[config.mk]
export PLATFORM = sky130hd
export DESIGN_NAME = mc_control_fsm
export DESIGN_NICKNAME = d
export VERILOG_FILES = /design/src/rtl/mc_ctrl_pkg.sv /design/src/rtl/mc_mem_wait_timer.sv /design/src/rtl/mc_control_fsm.sv
export SDC_FILE = /design/constraint.sdc
export NUM_CORES = 1
export LEC_CHECK = 0
export ABC_AREA = 1
export CAP_MARGIN = 10
export CORE_ASPECT_RATIO = 0.75
export CORE_MARGIN = 3
export CORE_UTILIZATION = 29
export DETAILED_ROUTE_END_ITERATION = 16
export HOLD_SLACK_MARGIN = 0.15
export PLACE_DENSITY = 0.61
export SLEW_MARGIN = 20
export SYNTH_ARGS = -nofsm -noshare
export SYNTH_HDL_FRONTEND = slang
export SYNTH_SLANG_ARGS = --single-unit
export TNS_END_PERCENT = 10
[constraint.sdc]
create_clock -name clk -period 2.1 [get_ports clk]
set_clock_uncertainty 0.15 [all_clocks]
set_input_delay 0.525 -clock clk [delete_from_list [all_inputs] [get_ports clk]]
set_output_delay 0.525 -clock clk [all_outputs]
set_load 0.02 [all_outputs]
[src/rtl/mc_ctrl_pkg.sv]
`default_nettype none
// ============================================================================
// Module      : mc_ctrl_pkg
// Description : Shared encodings for the multi-cycle controller: opcodes,
//               state codes, datapath select encodings, fault codes and the
//               packed control-word type driven by mc_control_fsm.
// Revision    : 1.0 - initial release
// ============================================================================
package mc_ctrl_pkg;

    // Opcodes (IR[31:26])
    localparam logic [5:0] OP_RTYPE = 6'b000000;
    localparam logic [5:0] OP_LW    = 6'b100011;
    localparam logic [5:0] OP_SW    = 6'b101011;
    localparam logic [5:0] OP_BEQ   = 6'b000100;
    localparam logic [5:0] OP_J     = 6'b000010;
    localparam logic [5:0] OP_ADDI  = 6'b001000;

    // State codes
    localparam logic [3:0] ST_FETCH     = 4'd0;
    localparam logic [3:0] ST_DECODE    = 4'd1;
    localparam logic [3:0] ST_MEM_ADDR  = 4'd2;
    localparam logic [3:0] ST_MEM_READ  = 4'd3;
    localparam logic [3:0] ST_MEM_WB    = 4'd4;
    localparam logic [3:0] ST_MEM_WRITE = 4'd5;
    localparam logic [3:0] ST_EXECUTE   = 4'd6;
    localparam logic [3:0] ST_ALU_WB    = 4'd7;
    localparam logic [3:0] ST_BRANCH    = 4'd8;
    localparam logic [3:0] ST_JUMP      = 4'd9;
    localparam logic [3:0] ST_ADDI_EXEC = 4'd10;
    localparam logic [3:0] ST_ADDI_WB   = 4'd11;
    localparam logic [3:0] ST_RESET     = 4'd14;
    localparam logic [3:0] ST_FAULT     = 4'd15;

    // ALU operation
    localparam logic [1:0] ALU_OP_ADD   = 2'b00;
    localparam logic [1:0] ALU_OP_SUB   = 2'b01;
    localparam logic [1:0] ALU_OP_FUNCT = 2'b10;

    // ALU B operand select
    localparam logic [1:0] SRC_B_REG     = 2'b00;
    localparam logic [1:0] SRC_B_FOUR    = 2'b01;
    localparam logic [1:0] SRC_B_IMM     = 2'b10;
    localparam logic [1:0] SRC_B_IMM_SH2 = 2'b11;

    // PC source select
    localparam logic [1:0] PC_SRC_ALU    = 2'b00;
    localparam logic [1:0] PC_SRC_ALUOUT = 2'b01;
    localparam logic [1:0] PC_SRC_JUMP   = 2'b10;

    // Fault codes
    localparam logic [1:0] FAULT_NONE    = 2'b00;
    localparam logic [1:0] FAULT_ILLEGAL = 2'b01;
    localparam logic [1:0] FAULT_TIMEOUT = 2'b10;

    typedef struct packed {
        logic       pc_write;
        logic       pc_write_cond;
        logic       iord;
        logic       mem_read;
        logic       mem_write;
        logic       mem_to_reg;
        logic       ir_write;
        logic       reg_dst;
        logic       reg_write;
        logic       alu_src_a;
        logic [1:0] alu_src_b;
        logic [1:0] alu_op;
        logic [1:0] pc_source;
    } ctrl_t;

    localparam ctrl_t CTRL_IDLE = '0;

    // States that own the memory port and therefore run the wait watchdog
    function automatic logic is_mem_state(input logic [3:0] st);
        return (st == ST_FETCH) || (st == ST_MEM_READ) || (st == ST_MEM_WRITE);
    endfunction

endpackage
`default_nettype wire

[src/rtl/mc_mem_wait_timer.sv]
`default_nettype none
// ============================================================================
// Module      : mc_mem_wait_timer
// Description : Counts consecutive not-ready cycles of a memory request and
//               flags a timeout on the last allowed waiting cycle.
// Ports       : clk, nrst (async active-low), en (memory state active),
//               clr (state is changing), ready (mem_ready), timeout (out)
// Revision    : 1.0 - initial release
// ============================================================================
module mc_mem_wait_timer #(
    parameter int TIMEOUT_CYCLES = 16,
    parameter int CNT_W          = 5
) (
    input  logic clk,
    input  logic nrst,
    input  logic en,
    input  logic clr,
    input  logic ready,
    output logic timeout
);

    localparam logic [CNT_W-1:0] C_LAST = CNT_W'(TIMEOUT_CYCLES - 1);

    logic [CNT_W-1:0] r_cnt;

    always_ff @(posedge clk or negedge nrst) begin
        if (!nrst) begin
            r_cnt <= '0;
        end else if (clr) begin
            r_cnt <= '0;
        end else if (en && !ready) begin
            r_cnt <= r_cnt + CNT_W'(1);
        end
    end

    // Ready on the final counted cycle beats the timeout.
    assign timeout = en && !ready && (r_cnt == C_LAST);

endmodule
`default_nettype wire

[src/rtl/mc_control_fsm.sv]
`default_nettype none
// ============================================================================
// Module      : mc_control_fsm
// Description : Multi-cycle main controller. Sequences fetch/decode/execute/
//               memory/writeback over a shared memory port, ALU, register
//               file, PC and IR, with a memory-ready watchdog and a sticky
//               fault. Build option: IMM_ALU_EN adds addi (ADDI_EXEC/ADDI_WB).
// Ports       : clk, nrst (async active-low), opcode[5:0], zero, mem_ready;
//               datapath controls pc_write .. pc_source; state_o[3:0];
//               fault, fault_code[1:0]
// Revision    : 1.0 - initial release
// ============================================================================
module mc_control_fsm
    import mc_ctrl_pkg::*;
#(
    parameter int TIMEOUT_CYCLES = 16,
    parameter int CNT_W          = 5
) (
    input  logic       clk,
    input  logic       nrst,
    input  logic [5:0] opcode,
    input  logic       zero,
    input  logic       mem_ready,
    output logic       pc_write,
    output logic       pc_write_cond,
    output logic       iord,
    output logic       mem_read,
    output logic       mem_write,
    output logic       mem_to_reg,
    output logic       ir_write,
    output logic       reg_dst,
    output logic       reg_write,
    output logic       alu_src_a,
    output logic [1:0] alu_src_b,
    output logic [1:0] alu_op,
    output logic [1:0] pc_source,
    output logic [3:0] state_o,
    output logic       fault,
    output logic [1:0] fault_code
);

    logic [3:0] r_state;
    logic [3:0] w_next_state;
    logic [1:0] w_fault_code_next;
    logic       r_fault;
    logic [1:0] r_fault_code;
    logic       w_timeout;
    ctrl_t      w_ctrl;

    // Branch resolution happens in the datapath; the flag is only observed.
    logic w_unused_zero;
    assign w_unused_zero = zero;

    mc_mem_wait_timer #(
        .TIMEOUT_CYCLES (TIMEOUT_CYCLES),
        .CNT_W          (CNT_W)
    ) u_wait_timer (
        .clk     (clk),
        .nrst    (nrst),
        .en      (is_mem_state(r_state)),
        .clr     (w_next_state != r_state),
        .ready   (mem_ready),
        .timeout (w_timeout)
    );

    // Next-state logic; w_fault_code_next only matters when entering FAULT.
    always_comb begin
        w_next_state      = r_state;
        w_fault_code_next = FAULT_ILLEGAL;
        case (r_state)
            ST_RESET: w_next_state = ST_FETCH;
            ST_FETCH: begin
                if (mem_ready) begin
                    w_next_state = ST_DECODE;
                end else if (w_timeout) begin
                    w_next_state      = ST_FAULT;
                    w_fault_code_next = FAULT_TIMEOUT;
                end
            end
            ST_DECODE: begin
                case (opcode)
                    OP_RTYPE:     w_next_state = ST_EXECUTE;
                    OP_LW, OP_SW: w_next_state = ST_MEM_ADDR;
                    OP_BEQ:       w_next_state = ST_BRANCH;
                    OP_J:         w_next_state = ST_JUMP;
`ifdef IMM_ALU_EN
                    OP_ADDI:      w_next_state = ST_ADDI_EXEC;
`endif
                    default:      w_next_state = ST_FAULT;
                endcase
            end
            ST_MEM_ADDR: w_next_state = (opcode == OP_SW) ? ST_MEM_WRITE : ST_MEM_READ;
            ST_MEM_READ, ST_MEM_WRITE: begin
                if (mem_ready) begin
                    w_next_state = (r_state == ST_MEM_READ) ? ST_MEM_WB : ST_FETCH;
                end else if (w_timeout) begin
                    w_next_state      = ST_FAULT;
                    w_fault_code_next = FAULT_TIMEOUT;
                end
            end
            ST_EXECUTE: w_next_state = ST_ALU_WB;
            ST_MEM_WB, ST_ALU_WB, ST_BRANCH, ST_JUMP: w_next_state = ST_FETCH;
`ifdef IMM_ALU_EN
            ST_ADDI_EXEC: w_next_state = ST_ADDI_WB;
            ST_ADDI_WB:   w_next_state = ST_FETCH;
`endif
            ST_FAULT: w_next_state = ST_FAULT;
            // Unused / disabled codes collapse into an illegal-state fault.
            default:  w_next_state = ST_FAULT;
        endcase
    end

    always_ff @(posedge clk or negedge nrst) begin
        if (!nrst) begin
            r_state      <= ST_RESET;
            r_fault      <= 1'b0;
            r_fault_code <= FAULT_NONE;
        end else begin
            r_state <= w_next_state;
            if ((w_next_state == ST_FAULT) && (r_state != ST_FAULT)) begin
                r_fault      <= 1'b1;
                r_fault_code <= w_fault_code_next;
            end
        end
    end

    // Control decode from the state register.
    always_comb begin
        w_ctrl = CTRL_IDLE;
        case (r_state)
            ST_FETCH: begin
                w_ctrl.mem_read  = 1'b1;
                w_ctrl.alu_src_b = SRC_B_FOUR;
                w_ctrl.alu_op    = ALU_OP_ADD;
                w_ctrl.pc_source = PC_SRC_ALU;
                w_ctrl.ir_write  = mem_ready;
                w_ctrl.pc_write  = mem_ready;
            end
            ST_DECODE: begin
                w_ctrl.alu_src_b = SRC_B_IMM_SH2;
                w_ctrl.alu_op    = ALU_OP_ADD;
            end
            ST_MEM_ADDR: begin
                w_ctrl.alu_src_a = 1'b1;
                w_ctrl.alu_src_b = SRC_B_IMM;
                w_ctrl.alu_op    = ALU_OP_ADD;
            end
            ST_MEM_READ: begin
                w_ctrl.mem_read = 1'b1;
                w_ctrl.iord     = 1'b1;
            end
            ST_MEM_WB: begin
                w_ctrl.reg_write  = 1'b1;
                w_ctrl.mem_to_reg = 1'b1;
            end
            ST_MEM_WRITE: begin
                w_ctrl.mem_write = 1'b1;
                w_ctrl.iord      = 1'b1;
            end
            ST_EXECUTE: begin
                w_ctrl.alu_src_a = 1'b1;
                w_ctrl.alu_src_b = SRC_B_REG;
                w_ctrl.alu_op    = ALU_OP_FUNCT;
            end
            ST_ALU_WB: begin
                w_ctrl.reg_dst   = 1'b1;
                w_ctrl.reg_write = 1'b1;
            end
            ST_BRANCH: begin
                w_ctrl.alu_src_a     = 1'b1;
                w_ctrl.alu_src_b     = SRC_B_REG;
                w_ctrl.alu_op        = ALU_OP_SUB;
                w_ctrl.pc_write_cond = 1'b1;
                w_ctrl.pc_source     = PC_SRC_ALUOUT;
            end
            ST_JUMP: begin
                w_ctrl.pc_write  = 1'b1;
                w_ctrl.pc_source = PC_SRC_JUMP;
            end
`ifdef IMM_ALU_EN
            ST_ADDI_EXEC: begin
                w_ctrl.alu_src_a = 1'b1;
                w_ctrl.alu_src_b = SRC_B_IMM;
                w_ctrl.alu_op    = ALU_OP_ADD;
            end
            ST_ADDI_WB: begin
                w_ctrl.reg_write = 1'b1;
            end
`endif
            default: w_ctrl = CTRL_IDLE;
        endcase
    end

    assign pc_write      = w_ctrl.pc_write;
    assign pc_write_cond = w_ctrl.pc_write_cond;
    assign iord          = w_ctrl.iord;
    assign mem_read      = w_ctrl.mem_read;
    assign mem_write     = w_ctrl.mem_write;
    assign mem_to_reg    = w_ctrl.mem_to_reg;
    assign ir_write      = w_ctrl.ir_write;
    assign reg_dst       = w_ctrl.reg_dst;
    assign reg_write     = w_ctrl.reg_write;
    assign alu_src_a     = w_ctrl.alu_src_a;
    assign alu_src_b     = w_ctrl.alu_src_b;
    assign alu_op        = w_ctrl.alu_op;
    assign pc_source     = w_ctrl.pc_source;
    assign state_o       = r_state;
    assign fault         = r_fault;
    assign fault_code    = r_fault_code;

endmodule
`default_nettype wire

==> impl_metrics.py <==
metrics = {
    "outcome": {
        "status": "complete, no violations",
    },
    "synthesis": {
        "yosys_warnings": 0,
        "ys_seq_area_frac": 0.2862,
        "synthesis.instances": 159,
        "syn_area_per_cell_um2": 6.681,
        "synth.distinct_cells": 26,
        "syn_area_um2": 1062,
        "ys_async_sr_fraction": 1.000,
        "synthTopCellsByCount": "nand2_1 (38), inv_1 (22), nor2_1 (22)",
        "synth_edf_count": 0,
        "yosysMostFrequentCell": "nand2_1",
        "synth_area_leaders": "dfrtp_1 (21%), nand2_1 (13%), inv_1 (7.8%)",
        "synth_fp_nets": 171,
        "synth_ff_type": "dfrtp_1",
        "ys_seq_elements": 12,
        "synth_top_cell_by_area": "dfrtp_1",
        "synth_top_area_frac": 0.2120,
    },
    "setup_path": {
        "rr_endpoint": "u_wait_timer.r_cnt[4]",
        "worstPathRequired_ns": 1.42,
        "r2r-start": "u_wait_timer.r_cnt[0]",
        "cp-start-kind": "input port",
        "cp-startpoint": "mem_ready",
        "critical_path_arrival_ns": 1.41,
        "worst-r2r-cell-count": 11,
        "crit_path_end_kind": "output pin",
        "crit_fanout": 2,
        "r2r_slack_ns": 0.03,
        "cp-endpoint": "ir_write",
        "criticalPathCategory": "input port to output pin",
    },
    "final_layout": {
        "drive_gt1_frac": 0.4891,
        "final_net_count": 242,
        "insertedDiodeCount": 0,
        "n_fill_cell": 355,
        "final_area_um2": 1773,
        "area_growth_pct": 66.90,
        "instances_no_fill": 279,
    },
    "floorplan": {
        "io-pin-count": 33,
        "die_w_um": 75.89,
        "coreArea_um2": 3401,
        "die_y_um": 58.42,
        "die_area_um2": 4433,
        "row_count": 18,
        "initial_core_util": 0.3124,
    },
    "detailed_routing": {
        "drt-pass1-iter-count": 4,
        "drtIter0Drc": 48,
        "avgViaCountPerCell": 4.240,
        "routedWlPerCell_um": 10.78,
        "drc": 0,
        "postRouteAntennaNets": 0,
        "drt_wl_total_um": 3008,
        "num_vias": 1183,
    },
    "timing": {
        "fmax_mhz": 479.7,
        "rsz0062_at_grt": "true",
        "finalSetupViolations": 0,
        "whs_ns": 0.3168,
        "finalSetupTns_ns": 0,
        "slew_violations": 0,
        "max_slew.worst_pin.slew_ns": 0.5364,
        "setup_ws_ns": 0.01556,
        "slew_headroom": 0.6413,
        "timing.final.crit_share": 0.9926,
        "final_hold_viol_count": 0,
        "min_period_ns": 2.084,
    },
    "min_path": {
        "min_path_type": "flop to flop",
    },
    "clock_tree": {
        "ctsLongestPathBuffers": 2,
        "cts_sinks": 12,
        "htreeDepth": 1,
        "clock-root-buffer": "clkbuf_8",
        "numCtsBuffers": 3,
        "tritoncts": "yes",
        "path_clk_slew_ns": 0.05,
        "clk_latency_ns": 0.24,
    },
    "placement": {
        "place_area_um2": 1679,
        "dpl_worst_slack_ns": -0.4427,
        "numPortBuffers": 31,
        "dp_hpwl_um": 2394,
        "gp_congestion": 0.8011,
        "place_inst": 273,
    },
    "global_routing": {
        "grt_pass1_vias": 1041,
        "antenna_found_initial": 0,
        "grt_usage": 0.1366,
        "grt_first_pass_wirelength_um": 4636,
        "grt_overflow": 0,
        "grt_max_degree": 13,
    },
    "run": {
        "maxCapViolCount": 0,
    },
    "power": {
        "power_density_nw_per_um2": 1602,
        "ir_drop_mv": 0.6036,
        "p_leak_nw": 0.9656,
    },
}
## worst min path at each step
stage	end	from	cells past startpoint	slack (ns)
detailed placement	fault	fault	1	0.31
floorplan	fault	nrst	0	0.08
CTS	fault	fault	1	0.32
global route	fault	fault	1	0.35
finish	fault	fault	1	0.32
global placement	fault	fault	1	0.30
## report_power, final
part | leakage (nW) | internal [mW] | switching [mW]
clock network | 0.0288 | 0.166 | 0.0888
registers | 0.147 | 0.320 | 0.0956
logic | 0.790 | 0.943 | 1.23
## area by class of cell
cell class | instances | area [µm²] | area share
multi-input combinational | 118 | 723.2 | 0.4079
timing repair buffer | 68 | 525.5 | 0.2964
sequential | 12 | 305.3 | 0.1722
inverter | 27 | 101.3 | 0.05716
tap | 50 | 62.56 | 0.03529
clock buffer | 4 | 55.05 | 0.03105
## layout by cell type, fill, tap and decap left out, types with 4 or more instances in the layout
cell type,Yosys,layout
nand2_1,38,29
clkdlybuf4s50_1,0,11
nor3_2,5,5
dfrtp_1,9,8
nor2_4,1,4
clkbuf_8,0,4
nand2_2,6,14
nand3_1,16,13
nor2_1,22,19
inv_1,22,20
inv_2,5,7
nand2_4,3,4
nor2_2,5,5
buf_4,1,37
nand3_2,2,5
buf_2,0,12
## state kept, by name, indices dropped and copies added (netlist names)
name,cells
fault,1
u_wait_timer.r_cnt,5
state_o,4
fault_code,2
## metrics by stage
stage	utilization	power [mW]
after floorplan	-	1.542
after global placement	0.4937	2.503
after global routing	0.5213	3.059
after detailed placement	0.4937	2.508
final	0.5213	2.841
after CTS	0.5026	2.694
## cell families after synthesis
group / Yosys count / synth area share
AOI/OAI and AO/OA: 9 / 0.04593
xor gates and xnor gates: 3 / 0.02474
adders and majority gates: 2 / 0.02355
buffers and inverters: 29 / 0.1131
DFF: 12 / 0.2862
and+or+nand+nor: 104 / 0.5065
## critical path: stages
cell	delay [ns]
clkdlybuf4s50_1	0.48
nand2_1	0.10
nor2_1	0.14
buf_4	0.16
## metal layers
layer / routed length (µm) / track usage / vias up
met3: 212 / 0.03925 / 3
met2: 1266 / 0.1988 / 27
met4: 14 / 0.02244 / 0
li1: - / - / 634
met1: 1515 / 0.2027 / 519
met5: 0 / 0 / -
## timing repair
item | CTS | global route
pin swaps | 0 | 11
gates resized for setup | 59 | 43
endpoints found under the setup margin | 25 | 21
buffers inserted | 0 | 2
hold buffers | 0 | 0
Note: power is estimated with default switching activity, not from simulation.
